File: src/rtl/core101_pkg.sv
// Shared definitions for the Core101 instruction-fetch front end.
// Holds the default address width, the NOP encoding returned by an empty
// prefetch queue, the sequential PC increment and the fetch FSM state type.
package core101_pkg;

  localparam int unsigned XLEN_DEFAULT = 32;
  localparam logic [31:0] NOP          = 32'h0000_0013;
  localparam int unsigned PC_STEP      = 4;

  typedef enum logic [1:0] {
    IDLE,
    REQ,
    DROP
  } fetch_state_t;

endpackage

File: src/rtl/core101_sync_fifo.sv
// Synchronous FIFO with flush, used as the prefetch queue.
// Ports:
//   clk, rst         rising-edge clock, synchronous active-high reset
//   push, push_data  write an entry (ignored when full)
//   pop              remove the head entry (ignored when empty)
//   flush            discard all entries; overrides push and pop
//   head_data        current head entry (undefined when empty)
//   count            occupancy, 0..DEPTH
//   empty, full      occupancy flags
// DEPTH must be a power of two so the pointers wrap naturally.
module core101_sync_fifo #(
  parameter int unsigned WIDTH = 64,
  parameter int unsigned DEPTH = 4
) (
  input  logic                     clk,
  input  logic                     rst,
  input  logic                     push,
  input  logic                     pop,
  input  logic                     flush,
  input  logic [WIDTH-1:0]         push_data,
  output logic [WIDTH-1:0]         head_data,
  output logic [$clog2(DEPTH):0]   count,
  output logic                     empty,
  output logic                     full
);

  localparam int unsigned PW = $clog2(DEPTH);
  localparam int unsigned CW = PW + 1;

  logic [WIDTH-1:0] mem [DEPTH];
  logic [PW-1:0]    wr_ptr;
  logic [PW-1:0]    rd_ptr;
  logic             do_push;
  logic             do_pop;

  assign empty   = (count == '0);
  assign full    = (count == CW'(DEPTH));
  assign do_push = push && !full && !flush;
  assign do_pop  = pop && !empty && !flush;

  always_ff @(posedge clk) begin
    if (rst || flush) begin
      wr_ptr <= '0;
      rd_ptr <= '0;
      count  <= '0;
    end else begin
      if (do_push) wr_ptr <= wr_ptr + PW'(1);
      if (do_pop)  rd_ptr <= rd_ptr + PW'(1);
      count <= count + CW'(do_push) - CW'(do_pop);
    end
  end

  always_ff @(posedge clk) begin
    if (do_push) mem[wr_ptr] <= push_data;
  end

  assign head_data = mem[rd_ptr];

endmodule

File: src/rtl/ifu_prefetch.sv
// Instruction-fetch front end: PC sequencer, single-outstanding memory
// request/valid handshake, DEPTH-entry {pc, instruction} prefetch queue,
// halt and redirect (flush) support.
// Ports:
//   clock_in, reset_in           clock, synchronous active-high reset
//   halt_in                      block new memory requests
//   redirect_in/redirect_addr_in flush queue, restart at word-aligned target
//   mem_addr_out, mem_read_out   memory request (held until mem_valid_in)
//   mem_valid_in, mem_data_in    memory response
//   ins_valid_out, ins_data_out,
//   ins_pc_out, ins_ready_in     queue head towards decode
//   queue_count_out              queue occupancy
module ifu_prefetch
  import core101_pkg::*;
#(
  parameter int unsigned     XLEN       = XLEN_DEFAULT,
  parameter int unsigned     DEPTH      = 4,
  parameter logic [XLEN-1:0] RESET_ADDR = '0
) (
  input  logic                     clock_in,
  input  logic                     reset_in,
  input  logic                     halt_in,
  input  logic                     redirect_in,
  input  logic [XLEN-1:0]          redirect_addr_in,
  output logic [XLEN-1:0]          mem_addr_out,
  output logic                     mem_read_out,
  input  logic                     mem_valid_in,
  input  logic [31:0]              mem_data_in,
  output logic                     ins_valid_out,
  output logic [31:0]              ins_data_out,
  output logic [XLEN-1:0]          ins_pc_out,
  input  logic                     ins_ready_in,
  output logic [$clog2(DEPTH):0]   queue_count_out
);

  localparam int unsigned CW = $clog2(DEPTH) + 1;
  localparam int unsigned W  = XLEN + 32;

  fetch_state_t    state, state_next;
  logic [XLEN-1:0] fetch_pc, fetch_pc_next;
  logic [XLEN-1:0] drop_addr;
  logic            push, pop;
  logic [CW-1:0]   count, count_after;
  logic            room;
  logic            empty, full;
  logic [W-1:0]    head;

  // The two low bits of the redirect target are forced to zero.
  logic unused_addr_bits;
  assign unused_addr_bits = ^redirect_addr_in[1:0];

  core101_sync_fifo #(
    .WIDTH (W),
    .DEPTH (DEPTH)
  ) u_queue (
    .clk       (clock_in),
    .rst       (reset_in),
    .push      (push),
    .pop       (pop),
    .flush     (redirect_in),
    .push_data ({fetch_pc, mem_data_in}),
    .head_data (head),
    .count     (count),
    .empty     (empty),
    .full      (full)
  );

  always_comb begin
    push          = (state == REQ) && mem_valid_in && !redirect_in;
    pop           = ins_ready_in && !empty && !redirect_in;
    // Occupancy after this cycle's push/pop decides whether to issue.
    count_after   = count + CW'(push) - CW'(pop);
    room          = count_after < CW'(DEPTH);
    state_next    = state;
    fetch_pc_next = fetch_pc;
    if (redirect_in) begin
      fetch_pc_next = {redirect_addr_in[XLEN-1:2], 2'b00};
      // An outstanding request must still complete its handshake.
      if (state != IDLE && !mem_valid_in) state_next = DROP;
      else                                state_next = IDLE;
    end else begin
      unique case (state)
        IDLE: if (!halt_in && room) state_next = REQ;
        REQ: begin
          if (mem_valid_in) begin
            fetch_pc_next = fetch_pc + XLEN'(PC_STEP);
            state_next    = (!halt_in && room) ? REQ : IDLE;
          end
        end
        DROP: if (mem_valid_in) state_next = IDLE;
        default: state_next = IDLE;
      endcase
    end
  end

  always_ff @(posedge clock_in) begin
    if (reset_in) begin
      state     <= IDLE;
      fetch_pc  <= RESET_ADDR;
      drop_addr <= RESET_ADDR;
    end else begin
      state    <= state_next;
      fetch_pc <= fetch_pc_next;
      // fetch_pc is overwritten by a redirect, so the in-flight address
      // is kept separately for the DROP handshake.
      if (redirect_in && state == REQ) drop_addr <= fetch_pc;
    end
  end

  assign mem_read_out    = (state != IDLE);
  assign mem_addr_out    = (state == DROP) ? drop_addr : fetch_pc;
  assign ins_valid_out   = !empty;
  assign ins_data_out    = empty ? NOP : head[31:0];
  assign ins_pc_out      = empty ? '0 : head[W-1:32];
  assign queue_count_out = count;

  a_no_push_full: assert property (@(posedge clock_in) disable iff (reset_in)
    !(push && full));

endmodule

File: config.mk
export PLATFORM = sky130hd
export DESIGN_NAME = ifu_prefetch
export DESIGN_NICKNAME = d
export VERILOG_FILES = /design/src/rtl/core101_pkg.sv /design/src/rtl/core101_sync_fifo.sv /design/src/rtl/ifu_prefetch.sv
export SDC_FILE = /design/constraint.sdc
export NUM_CORES = 1
export LEC_CHECK = 0
export ABC_AREA = 1
export CAP_MARGIN = 20
export CORE_UTILIZATION = 55
export DETAILED_ROUTE_END_ITERATION = 10
export DONT_BUFFER_PORTS = 1
export GPL_TIMING_DRIVEN = 0
export HOLD_SLACK_MARGIN = 0.1
export PLACE_DENSITY = 0.79
export SYNTH_ARGS = -nofsm -noshare
export SYNTH_HDL_FRONTEND = slang
export SYNTH_SLANG_ARGS = --single-unit
File: constraint.sdc
create_clock -name clock_in -period 4.46 [get_ports clock_in]
set_input_delay 0.892 -clock clock_in [delete_from_list [all_inputs] [get_ports clock_in]]
set_output_delay 0.892 -clock clock_in [all_outputs]
set_load 0.02 [all_outputs]
# Yosys cells after proc, flatten, opt, wreduce, memory -nomap -nowiden
# Memories as Yosys holds them, arrays and structs flattened. A register that Yosys moved wholly into a read port is not among the register bits.
# Index checks and enable logic that the tools add are counted.
[classes]
mux = 17
shifts = 0
n_addsub = 7
reduce_logical = 26
magnitude_cmp = 1
n_bitwise = 0
n_div = 0
eq_ne = 6
multipliers = 0
[op_table]
columns = ["op", "count"]
rows = [
  ["$mux W32", 6],
  ["$add A32 B3 Y32 const B", 1],
  ["$mux W2", 7],
  ["$logic_and A1 B1 Y1", 11],
  ["$ne A3 B3 Y1 const B", 3],
  ["$add A3 B1 Y3", 2],
  ["$pmux W2 S3", 1],
  ["$reduce_bool A2 Y1", 3],
  ["$sub A3 B1 Y3", 2],
  ["$logic_not A1 Y1", 5],
  ["$add A2 B1 Y2 const B", 2],
  ["$reduce_and A2 Y1", 2],
  ["$eq A3 B3 Y1 const B", 1],
  ["$logic_not A3 Y1", 1],
  ["$lt A3 B3 Y1 const B", 1],
  ["$mux W1", 3],
  ["$reduce_and A3 Y1", 1],
  ["$eq A2 B1 Y1 const B", 1],
  ["$eq A2 B2 Y1 const B", 1],
  ["$logic_not A2 Y1", 1],
  ["$reduce_or A2 Y1", 1],
  ["$logic_or A1 B1 Y1", 1],
]
[totals]
register_bits = 73
out_inout_bits = 101
elab_cells = 65
memories = 1
mem_bits_rw = 256
romBits = 0
latch_bits = 0
[memory_table]
columns = ["name", "words", "width", "read_ports", "rd_ports_with_merged_regs", "write_ports", "line", "text"]
rows = [
  ["u_queue.mem", 4, 64, 1, 1, 1, "core101_sync_fifo.sv:30", "logic [WIDTH-1:0] mem [DEPTH];"],
]

# Depth between registers and ports, before layout
# Gate-level depths: netlist of the first run.
[depth]
ltp_word = 11
ltp_mapped = 18

# Cells and area by module
# A second synthesis of the first run with hierarchy kept.
[hier_totals]
cells_unflattened = 1417
hier_area_um2 = 14234.9
[by_module_without_submodules]
columns = ["module", "cells_each", "n_inst", "area_per_inst_um2"]
rows = [
  ["core101_sync_fifo", 689, 1, 9992.1],
  ["ifu_prefetch", 728, 1, 4242.8],
]

# Worst setup path before layout of the first run
# OpenSTA, ideal clock, no wires.
[synth_path]
kind = "input-to-reg"
from = "in redirect_in"
to = "mem u_queue.mem[0][0], enable pin"
setup_slack_ns = 0.015
path_stages = 4
n_path_buf = 1
arrival_ns = 3.962
path_cell_list = "buf_2 -> nor2_2 -> o31ai_2 -> nor2_1"
[synth_via]
elab_chain_len = 6
[synth_rtl]
columns = ["item", "line", "text"]
rows = [
  ["start: declaration", "ifu_prefetch.sv:23", "input logic redirect_in,"],
  ["$logic_not A1 Y1 (*)", "core101_sync_fifo.sv:38, ifu_prefetch.sv:69", ""],
  ["$logic_and A1 B1 Y1", "ifu_prefetch.sv:69", "push = (state == REQ) && mem_valid_in && !redirect_in;"],
  ["$logic_and A1 B1 Y1", "core101_sync_fifo.sv:38", "assign do_push = push && !full && !flush;"],
  ["$logic_and A1 B1 Y1 (*)", "core101_sync_fifo.sv:38", ""],
  ["$mux W1 (*)", "core101_sync_fifo.sv:54", "if (do_push) mem[wr_ptr] <= push_data;"],
  ["$mux W1 (not written as such) (*)", "core101_sync_fifo.sv:54", ""],
  ["end: declaration", "core101_sync_fifo.sv:30", ""],
]
# Every way passes the cells marked *; elsewhere a longest branch is shown, timed or not.

==> results.md, run 1 <==
* Outcome: complete, no violations
* Area leader, netlist: edfxtp_1
* Vias at 10300
* WL/cell at just under 20 um
* Syn Inst Count at about 1400
* Total GRT Usage at ~28%
* Combinational power share at 3.3%
* Met1 Wirelength at between 10000 and 15000 um
* Sw Ratio at ~22%
* Clock tree buffer depth at 3
* Dpl ws at 1.48 ns
* Worst vdd ir at approximately 320 uV
* Slowest cell on crit path: a21oi_1
* CP bufs+invs at 4
* Critical path data required time at around 3.6 ns
* Final hold slack at roughly 0.46 ns
* DIE AREA at 25500 um2
* Synth area leaders: edfxtp_1 (54%), dfxtp_1 (10%), nor2_1 (8.4%)
* Clock Skew at approximately 0.019 ns
* Vias in the first global route at about 10000
* Seq pwr share at between 50 and 60%
* Final Hold Viols at 0
* # hold bufs at CTS at 0
* Startpoint Class: flop
* Max Cap Violations at 0
* Dpl hpwl at 23800 um
* First-pass GRT wire length at 55100 um
* Synth cell types at 32
* Post-route insts no fill at 1792
* # diodes at 0
* Clk_lat worst skew at between 0.5 and 0.6 ns
* # rows at between 50 and 60
* Reg clk slew, reported paths at around 0.060 ns
* GRT Residual Overflow at 0
* Die X at ~160 um
* Crit path DAT at 2.68 ns
* Final period utilization at 80.2%
* Sw Pwr at 1.35 mW
* Tmin final at 3.58 ns
* Max FO, Critical Path at 10
* Core Footprint at between 20000 and 25000 um2
* GP Congestion at roughly 0.9
* Starting density of the core at between 50% and 60%
* Share of layout cells above drive strength 1 at between 7 and 8%
* Post-layout nets at about 1500
* Metal2 WL at ~17000 um
* Synth Register Bits at around 320
* Top Layer Used: met4
* Synthesized area at about 14000 um2
* Vias per cell at slightly below 6
* Post-synth EDFFs at 248
* Drc violations at 0
* Type of the tightest min-delay check: in2reg
* CP delay by family, top: buffers and inverters
* Critical Path Sink Type: primary output
* Pin count of the biggest net entering global routing at 30
* P_leak at roughly 5.3 nW
* Post-DP Area at 14300 um2
* Final core utilization at approximately 63%
* Internal at 4.87 mW
* Total Wirelength at ~36000 um
* Fmax at 0.280 GHz
* Die Ht at between 150 and 200 um
* Count of warnings emitted by yosys at 0
* Unrepaired setup endpoints after global routing: false
* Antenna violations before repair at 0
* Met3 wire length at approximately 3800 um
* Sum Neg Setup Slack at 0 ns
* Num CTS Buffers at 34
* Power Density at ~400 nW/um2
* Setup Viol. Count Final at 0
* Final ANT Viol Nets at 0
* Count leader, synth: nor2_1
* CTS sink count at ~320
* Register area share after synthesis at approximately two thirds
* Clock Power Share at ~44%
* Syn_area_per_cell at 9.82 um2
* Initial DRC Count at 1230
* PortBufs at 0
* CP Cell Sequence: buf_2, inv_2, buf_2, clkbuf_1, o21ai_0, a21oi_1
* Drt pass-1 iters at 5
* H-Tree Depth at 2
* Synth-to-Final Area Change at 12.5%
* Top cells by count, synth: nor2_1 (308), edfxtp_1 (248), nand2_1 (192), o21ai_0 (174), a21oi_1 (117)
* Worst Tran Pin Value at approximately 1.1 ns
* Post-cts resize count at 0
* Top FF cell, synth: edfxtp_1
* DP Cell Count at 1731
* Pwr Total at roughly 6.2 mW
* Post-CTS Setup Repair Bufs at 0
* Most common cell on crit path: buf_2
* Max Slew Vio Count at 0
* Io pins at between 150 and 200
* Final setup margin at about 0.88 ns
* Asr flop ratio synth at 0%
* Critical Path Max Stage Delay at ~0.56 ns
* Root buf cell: clkbuf_16
* Relative slew slack at about 29%
* CTS tree: yes
* Finished Cell Area at about 15000 um2
* Synth top area share at 54.4%
* Critical path class: reg2out
-- path summary, 6_finish.rpt --
check / to / startpoint / slack [ns] / depth (start not counted)
setup / recovery: ins_pc_out[4] / flop / 0.88 / 6
hold reg to reg: drop_addr[24] / drop_addr[24] / 0.46 / 2
hold / removal: u_queue.mem[0][0] / mem_data_in[0] / 0.46 / 0
setup reg to reg: state[0] / u_queue.count[1] / 1.50 / 18
-- worst reg2reg max path, stage by stage (launching register included) --
cell and delay [ns]:
dfxtp_1 0.41, inv_1 0.18, nand2_1 0.11, nor2_2 0.46
clkbuf_1 0.61, nor2_1 0.09, ha_1 0.21, inv_1 0.05
ha_1 0.21, inv_1 0.05, nor2_1 0.03, nand2_1 0.07
nand2_1 0.05, nand2_1 0.05, nand3_1 0.07, nand2_1 0.06
nand2_1 0.04, nand3_1 0.06, nand2_1 0.05
-- placed cells by master (no fill, tap or decap), types with 2 or more instances in the layout --
| cell | count |
|---|---|
| clkinv_1 | 4 |
| ha_1 | 9 |
| o311ai_0 | 3 |
| nand3_1 | 56 |
| xor2_1 | 12 |
| edfxtp_1 | 248 |
| o21ai_1 | 2 |
| nor2_1 | 304 |
| buf_4 | 4 |
| nor3_2 | 2 |
| o211ai_1 | 2 |
| bufinv_16 | 3 |
| inv_2 | 4 |
| clkinv_2 | 8 |
| nor2_2 | 9 |
| clkinvlp_4 | 3 |
| conb_1 | 4 |
| o21ai_0 | 174 |
| a31oi_1 | 7 |
| clkbuf_1 | 60 |
| clkbuf_16 | 34 |
| nand2_2 | 3 |
| buf_2 | 23 |
| buf_12 | 7 |
| inv_1 | 76 |
| nand4_1 | 6 |
| nor2_4 | 6 |
| a21oi_1 | 117 |
| nand2_1 | 192 |
| dfxtp_1 | 71 |
| nand3_2 | 3 |
| inv_6 | 3 |
-- registers in the layout, summed over array words and instances, names as in the netlist, named ones only --
signal / cells
state: 2
u_queue.rd_ptr: 2
fetch_pc: 30
u_queue.wr_ptr: 2
u_queue.count: 3
drop_addr: 30
u_queue.mem: 248
-- cell type report --
| class | count | area (um2) |
|---|---|---|
| fill | 1905 | 9000 |
| sequential | 319 | 8870 |
| clock buffer | 39 | 870 |
| tap | 324 | 405 |
| buffer | 80 | 340 |
| timing repair buffer | 11 | 183 |
| inverter | 81 | 304 |
| clock inverter | 22 | 211 |
| multi-input combinational | 916 | 4210 |
-- power by group through the flow --
| stage | logic [mW] | clock network [mW] | registers (mW) |
|---|---|---|---|
| final | 0.204 | 2.73 | 3.29 |
| after global routing | 0.224 | 2.88 | 3.29 |
| after CTS | 0.201 | 2.75 | 3.29 |
| after detailed placement | 0.200 | 0 | 3.35 |
| after global placement | 0.194 | 0 | 3.35 |
| after floorplan | 0.152 | 0 | 3.33 |
-- kinds of logic (layout without fill, tap and decap cells) --
group | count (synthesis) | count (layout) | share of synthesized area (%)
adders and majority gates | 10 | 10 | 0.969
DFF | 319 | 319 | 64.8
AOI/OAI and AO/OA | 307 | 307 | 11.5
buffers and inverters | 161 | 233 | 4.71
and+or+nand+nor | 583 | 583 | 17.2
other | 1 | 4 | 0.0274
xor gates and xnor gates | 12 | 12 | 0.768
-- metal layers --
metal	global-route usage [%]	vias up
met5	0	-
met4	10.8	0
met3	6.34	77
met2	46.9	559
met1	35.5	4842
li1	-	4846
Note: power is estimated with default switching activity, not from simulation.
==> run 2: changes to the inputs <==
--- a/config.mk
+++ b/config.mk
@@ -12,7 +12,7 @@
 export DONT_BUFFER_PORTS = 1
 export GPL_TIMING_DRIVEN = 0
 export HOLD_SLACK_MARGIN = 0.1
-export PLACE_DENSITY = 0.79
+export PLACE_DENSITY = 0.76
 export SYNTH_ARGS = -nofsm -noshare
 export SYNTH_HDL_FRONTEND = slang
 export SYNTH_SLANG_ARGS = --single-unit
==> constraint.sdc (replaced) <==
create_clock -name clock_in -period 3.4 [get_ports clock_in]
set_input_delay 0.68 -clock clock_in [delete_from_list [all_inputs] [get_ports clock_in]]
set_output_delay 0.68 -clock clock_in [all_outputs]
set_load 0.02 [all_outputs]
==> run 2 against run 1 <==
  * Via count down 1.2%
  * Critical path depth is 1 higher
  * Clock skew fell by 0.0052 ns
  * Setup slack got worse by 0.81 ns
  * Sequential power up 31%
  * Combinational power up 32%
  * Clock power up 23%
  * Die area stayed put
  * Cell count down 0.17%
  * Hold slack worse by 0.27 ns
  * First-iteration DRC count fell by 9.8%
==> results.md, run 2 (synthesis results as in run 1) <==
* Power Density at 517 nW/um2 (+28%)
* Die X at 160 um (unchanged)
* Hold Path Cell Cnt at 0 (unchanged)
* Most frequent cells in the layout: nor2_1 (304), edfxtp_1 (248), nand2_1 (192), o21ai_0 (174), a21oi_1 (106)
* # diodes at 0 (unchanged)
* Root buf cell: clkbuf_16
* Most flops, register: u_queue.mem
* Vias per cell at 5.70 (-1.0%)
* Worst R2R Setup Slack at 0.52 ns (-0.98 ns)
* Pwr Total at 7.94 mW (+28%)
* Clock Skew at 0.0134 ns (-0.00525 ns)
* CP Cell Sequence: buf_2, inv_2, buf_2, buf_2, nor2_1, o311ai_0, buf_2
* GRT Residual Overflow at 0 (unchanged)
* Critical path data required time at 2.72 ns (-0.85 ns)
* Biggest regs: u_queue.mem: 248 flops, drop_addr: 30 flops, fetch_pc: 30 flops
* Reg area at 8870 um2 (unchanged)
* Most common cell on crit path: buf_2
* FILL cells at 1919 (+0.73%)
* Finished Cell Area at 15400 um2 (-0.27%)
* Dpl hpwl at 24100 um (+1.4%)
* Startpoint Class: flop
* Synth-to-Final Area Change at 12.2%
* CP bufs+invs at 5 (+1)
* Reg2Reg Launch Point: u_queue.count[1]
* Critical path class: reg2out
* CP delay by family, top: buffers and inverters
* Critical Path Sink Type: primary output
* CTS tree: yes
* Setup Viol. Count Final at 0 (unchanged)
* Critical Path Max Stage Delay at 0.50 ns (-0.06 ns)
* Worst vdd ir at 437 uV (+38%)
* Tmin final at ~3.3 ns
* Final hold slack at 0.192 ns (-0.269 ns)
* Num CTS Buffers at 31 (-8.8%)
* Total Wirelength at 35600 um (+0.21%)
* Slowest cell on crit path: o311ai_0
* First-pass GRT wire length at 54600 um (-0.89%)
* WL/cell at 19.9 um (+0.38%)
* GP Congestion at 0.964 (+4.0%)
* Total GRT Usage at 27.5% (-0.45 points)
* Worst Tran Pin Value at 1.08 ns (+0.0243 ns)
* Post-layout nets at 1520 (-0.20%)
* Worst R2R End: state[0]
* Max Slew Vio Count at 0 (unchanged)
* DIE AREA at 25500 um2 (unchanged)
* WHS Endpoint: u_queue.mem[0][20]
* Clk_lat worst skew at 0.58 ns (+0.06 ns)
* Reg clk slew, reported paths at 0.07 ns (about the same)
* Initial DRC Count at 1109 (-9.8%)
* Die Ht at 160 um (unchanged)
* Starting density of the core at 56.1% (unchanged)
* # rows at 57 (unchanged)
* Vias at 10200 (-1.2%)
* Vias in the first global route at 9975 (-0.42%)
* Most common cell after layout, fill and taps aside: nor2_1
* Io pins at 171 (unchanged)
* Largest register FFs at 248 (unchanged)
* Post-DP Area at 14300 um2 (unchanged)
* Fmax at between 0.3 and 0.4 GHz
* Drt pass-1 iters at 7 (+2)
* Type of the tightest min-delay check: in2reg
* R2R depth at 18 (unchanged)
* Multi-input gate area at 4250 um2 (+0.98%)
* Max FO, Critical Path at 10 (unchanged)
* Share of layout cells above drive strength 1 at 8.19% (+0.29 points)
* Crit path DAT at 2.65 ns (-0.03 ns)
* Clock tree buffer depth at 3 (unchanged)
* CTS sink count at 319 (unchanged)
* Final Hold Viols at 0 (unchanged)
* Core Footprint at 24400 um2 (unchanged)
* Final period utilization at a little over nine tenths
* PortBufs at 0 (unchanged)
* Antenna violations before repair at 0 (unchanged)
* Relative slew slack at 27.6% (-1.6 points)
* Drc violations at 0 (unchanged)
* Final ANT Viol Nets at 0 (unchanged)
* Unrepaired setup endpoints after global routing: false
* Min-delay src: mem_data_in[20]
* Pin count of the biggest net entering global routing at 31 (+3.3%)
* H-Tree Depth at 1 (-1)
* Outcome: complete, no violations
* Max Cap Violations at 0 (unchanged)
* P_leak at 5.27 nW (-0.67%)
-- run 2: worst max-delay path by stage --
stage                     startpoint            endpoint  slack (ns)  cells past startpoint
floorplan                redirect_in   u_queue.mem[0][0]       -0.83                      4
global placement        mem_valid_in  u_queue.mem[1][25]       -2.91                      4
detailed placement  u_queue.count[1]            state[0]        0.36                     18
CTS                 u_queue.count[1]      ins_pc_out[30]        0.06                      5
global route                    flop      ins_pc_out[28]       0.005                      6
finish                          flop     ins_data_out[4]        0.07                      7
-- run 2: what timing repair did --
item | 4_1_cts | 5_1_grt
gates resized for setup | 0 | 15
hold buffers | 0 | 0
buffers inserted | 0 | 0
endpoints found under the setup margin | 0 | 17
-- run 2: cell type report --
type / instances / share of cell area [%]
Inverter: 81 / 1.98
Multi-Input combinational cell: 916 / 27.7
Clock buffer: 43 / 5.54
Timing Repair Buffer: 11 / 1.19
Sequential cell: 319 / 57.8
Clock inverter: 15 / 0.945
Buffer: 80 / 2.23
Tap cell: 324 / 2.64
-- run 2: layer usage --
layer  vias to the layer above  wire length, um  GRT usage (%)
met5                         -                0              0
met4                         0             1210           10.8
met3                        72             3550           5.43
met2                       484            16700           45.0
met1                      4811            14200           36.5
li1                       4832                -              -
-- run 2: report_power, final --
| part | switching [mW] | total [mW] | internal (mW) |
|---|---|---|---|
| sequential | 0.0744 | 4.31 | 4.24 |
| clock | 1.45 | 3.35 | 1.90 |
| combinational | 0.203 | 0.270 | 0.0667 |
-- run 2: per-stage QoR --
step | util [%] | TNS (ns) | instances | worst slack (ns)
2_1_floorplan | - | -206.49 | 1396 | -0.833
3_3_place_gp | 57.8 | -696.08 | 1720 | -2.91
3_5_place_dp | 58.7 | 0 | 1731 | 0.361
4_1_cts | 62.8 | 0 | 1789 | 0.0572
5_1_grt | 62.9 | 0 | 1789 | 0.00510
6_report | 62.9 | 0 | 1789 | 0.0719
==> run 3: changes to the inputs <==
--- a/config.mk
+++ b/config.mk
@@ -7,12 +7,13 @@
 export LEC_CHECK = 0
 export ABC_AREA = 1
 export CAP_MARGIN = 20
-export CORE_UTILIZATION = 55
+export CORE_ASPECT_RATIO = 1.2
+export CORE_UTILIZATION = 60
 export DETAILED_ROUTE_END_ITERATION = 10
 export DONT_BUFFER_PORTS = 1
 export GPL_TIMING_DRIVEN = 0
 export HOLD_SLACK_MARGIN = 0.1
-export PLACE_DENSITY = 0.76
+export PLACE_DENSITY = 0.82
 export SYNTH_ARGS = -nofsm -noshare
 export SYNTH_HDL_FRONTEND = slang
 export SYNTH_SLANG_ARGS = --single-unit
==> run 3 against run 2 <==
  * Core utilization rose by 5.8 points
  * Count of clock-buffer cells in the layout fell by 11
  * Setup slack got worse by 0.055 ns
  * Cell count fell by 2.6%
  * Via count rose by 0.50%
  * Sequential cell count did not move
  * Clock power rose by 7.2%
  * Critical endpoint is now ins_pc_out[8]
  * Highest routed layer unchanged
==> results.md, run 3 (synthesis results as in run 1) <==
* Power Density at 531 nW/um2 (+2.7%)
* Drc violations at 0 (unchanged)
* Dpl hpwl at 24300 um (+0.93%)
* Share of layout cells above drive strength 1 at 8.61% (+0.42 points)
* CTS sink count at 319 (unchanged)
* Pin count of the biggest net entering global routing at 32 (+3.2%)
* Final ANT Viol Nets at 0 (unchanged)
* Total Wirelength at 35600 um (-0.15%)
* Outcome: complete, no violations
* Reg2Reg Launch Point: u_queue.count[1]
* Seq pwr share at 52.8% (-1.5 points)
* First-pass GRT wire length at 54800 um (+0.33%)
* WL/cell at 20.4 um (+2.5%)
* Most frequent cells in the layout: nor2_1 (304), edfxtp_1 (248), nand2_1 (192), o21ai_0 (174), a21oi_1 (108)
* Clk_lat worst skew at 0.57 ns (about the same)
* Critical path data required time at 2.72 ns (about the same)
* Root buf cell: clkbuf_16
* Tmin final at 3.38 ns (+0.0546 ns)
* Initial DRC Count at 846 (-24%)
* Vias per cell at 5.88 (+3.2%)
* Reg clk slew, reported paths at 0.06 ns (about the same)
* Critical path class: reg2out
* Final hold slack at 0.201 ns (+0.00965 ns)
* Startpoint Class: flop
* Setup Viol. Count Final at 0 (unchanged)
* Post-CTS Setup Repair Bufs at 0 (unchanged)
* H-Tree Depth at 1 (unchanged)
* Min-delay src: mem_data_in[19]
* Post-layout nets at 1519 (-0.066%)
* Total GRT Usage at 30.6% (+3.0 points)
* P_leak at 5.32 nW (+0.80%)
* Final period utilization at 99.5% (+1.6 points)
* Unrepaired setup endpoints after global routing: true
* Most common cell after layout, fill and taps aside: nor2_1
* Starting density of the core at 61.2% (+5.1 points)
* Relative slew slack at 29.8% (+2.2 points)
* Largest register FFs at 248 (unchanged)
* Internal at 6.43 mW (+3.5%)
* Critical Path Sink Type: primary output
* Vias at 10300 (+0.50%)
* Worst R2R Setup Slack at 0.57 ns (+0.05 ns)
* Type of the tightest min-delay check: in2reg
* Drt pass-1 iters at 7 (unchanged)
* Most flops, register: u_queue.mem
* Sw Pwr at 1.74 mW (+0.70%)
* GRT Residual Overflow at 0 (unchanged)
* Worst Tran Pin Value at 1.05 ns (-0.0331 ns)
* Combinational power share at 3.3% (about the same)
* Sw Ratio at 21.3% (-0.46 points)
* PortBufs at 0 (unchanged)
* Clock Skew at 0.0170 ns (+0.00366 ns)
* Core Footprint at 22400 um2 (-8.3%)
* # diodes at 0 (unchanged)
* Final core utilization at 68.8% (+5.8 points)
* Clock tree buffer depth at 3 (unchanged)
* GP Congestion at 1.04 (+7.9%)
* Fmax at 0.296 GHz (-1.6%)
* Post-cts resize count at 0 (unchanged)
* Max Slew Vio Count at 0 (unchanged)
* # rows at 60 (+5.3%)
* Num CTS Buffers at 30 (-3.2%)
* Synth-to-Final Area Change at 12.4%
* Worst vdd ir at 410 uV (-6.2%)
* Crit path DAT at 2.70 ns (+0.05 ns)
* Antenna violations before repair at 0 (unchanged)
* Final Hold Viols at 0 (unchanged)
* DIE AREA at 23400 um2 (-8.2%)
* Biggest regs: u_queue.mem: 248 flops, drop_addr: 30 flops, fetch_pc: 30 flops
* Die X at 140 um (-12%)
* Max FO, Critical Path at 10 (unchanged)
* Clock Power Share at 43.9% (+1.7 points)
* Vias in the first global route at 10200 (+2.1%)
* # hold bufs at CTS at 0 (unchanged)
* CTS tree: yes
* Max Cap Violations at 0 (unchanged)
* Die Ht at 167 um (+4.8%)
* Io pins at 171 (unchanged)
==> run 3: cell count changes in the layout (fill, tap and decap cells not counted), moves of 2 or more <==
| cell | change |
|---|---|
| a21oi_2 | -2 |
| bufinv_16 | +4 |
| clkbuf_8 | -3 |
| clkinv_2 | +2 |
| inv_6 | +3 |
| buf_12 | -3 |
| clkinvlp_4 | +3 |
| buf_16 | +3 |
| a21oi_1 | +2 |
| clkinv_1 | -2 |
| clkbuf_1 | -8 |
==> run 3: worst paths after layout <==
path | cells after the start | to
hold reg to reg | 2 | drop_addr[11]
hold / removal | 0 | u_queue.mem[3][19]
setup / recovery | 6 | ins_pc_out[8]
setup reg to reg | 18 | state[0]
==> run 3: layer usage <==
layer / global-route usage, % / share of wire, %
met1: 36.1 / 37
met2: 52.6 / 49
met3: 6.98 / 8.9
met4: 15.2 / 4.6
met5: 0 / 0
==> run 3: stage by stage <==
step	total power, mW	setup slack (ns)	TNS, ns	instances	area [um2]
after floorplan	4.56	-0.833	-206.49	1396	13700
after global placement	4.64	-2.84	-686.40	1675	14000
after detailed placement	4.66	0.359	0	1686	14300
after CTS	8.17	0.0467	0	1742	15300
after global routing	8.38	-0.0260	-0.0260	1742	15400
final	8.17	0.0174	0	1742	15400
==> run 3: final cells by class <==
class / instances / area, um2
clock buffer: 32 / 779
sequential: 319 / 8870
clock inverter: 24 / 289
buffer: 80 / 343
inverter: 81 / 304
fill: 1611 / 6990
tap: 279 / 349
multi-input combinational: 916 / 4250
timing repair buffer: 11 / 205
==> run 3: power by group through the flow <==
stage	clock network [mW]	logic, mW	registers [mW]
finish	3.59	0.270	4.31
global route	3.77	0.296	4.31
CTS	3.60	0.265	4.31
detailed placement	0	0.262	4.39
global placement	0	0.254	4.39
floorplan	0	0.199	4.36
==> run 3: critical path, cell delays in order (launching register included) <==
cell and delay [ns]:
dfxtp_1 0.31, buf_2 0.20, inv_2 0.18, buf_2 0.27, clkbuf_1 0.44, o21ai_0 0.21, a21oi_1 0.52
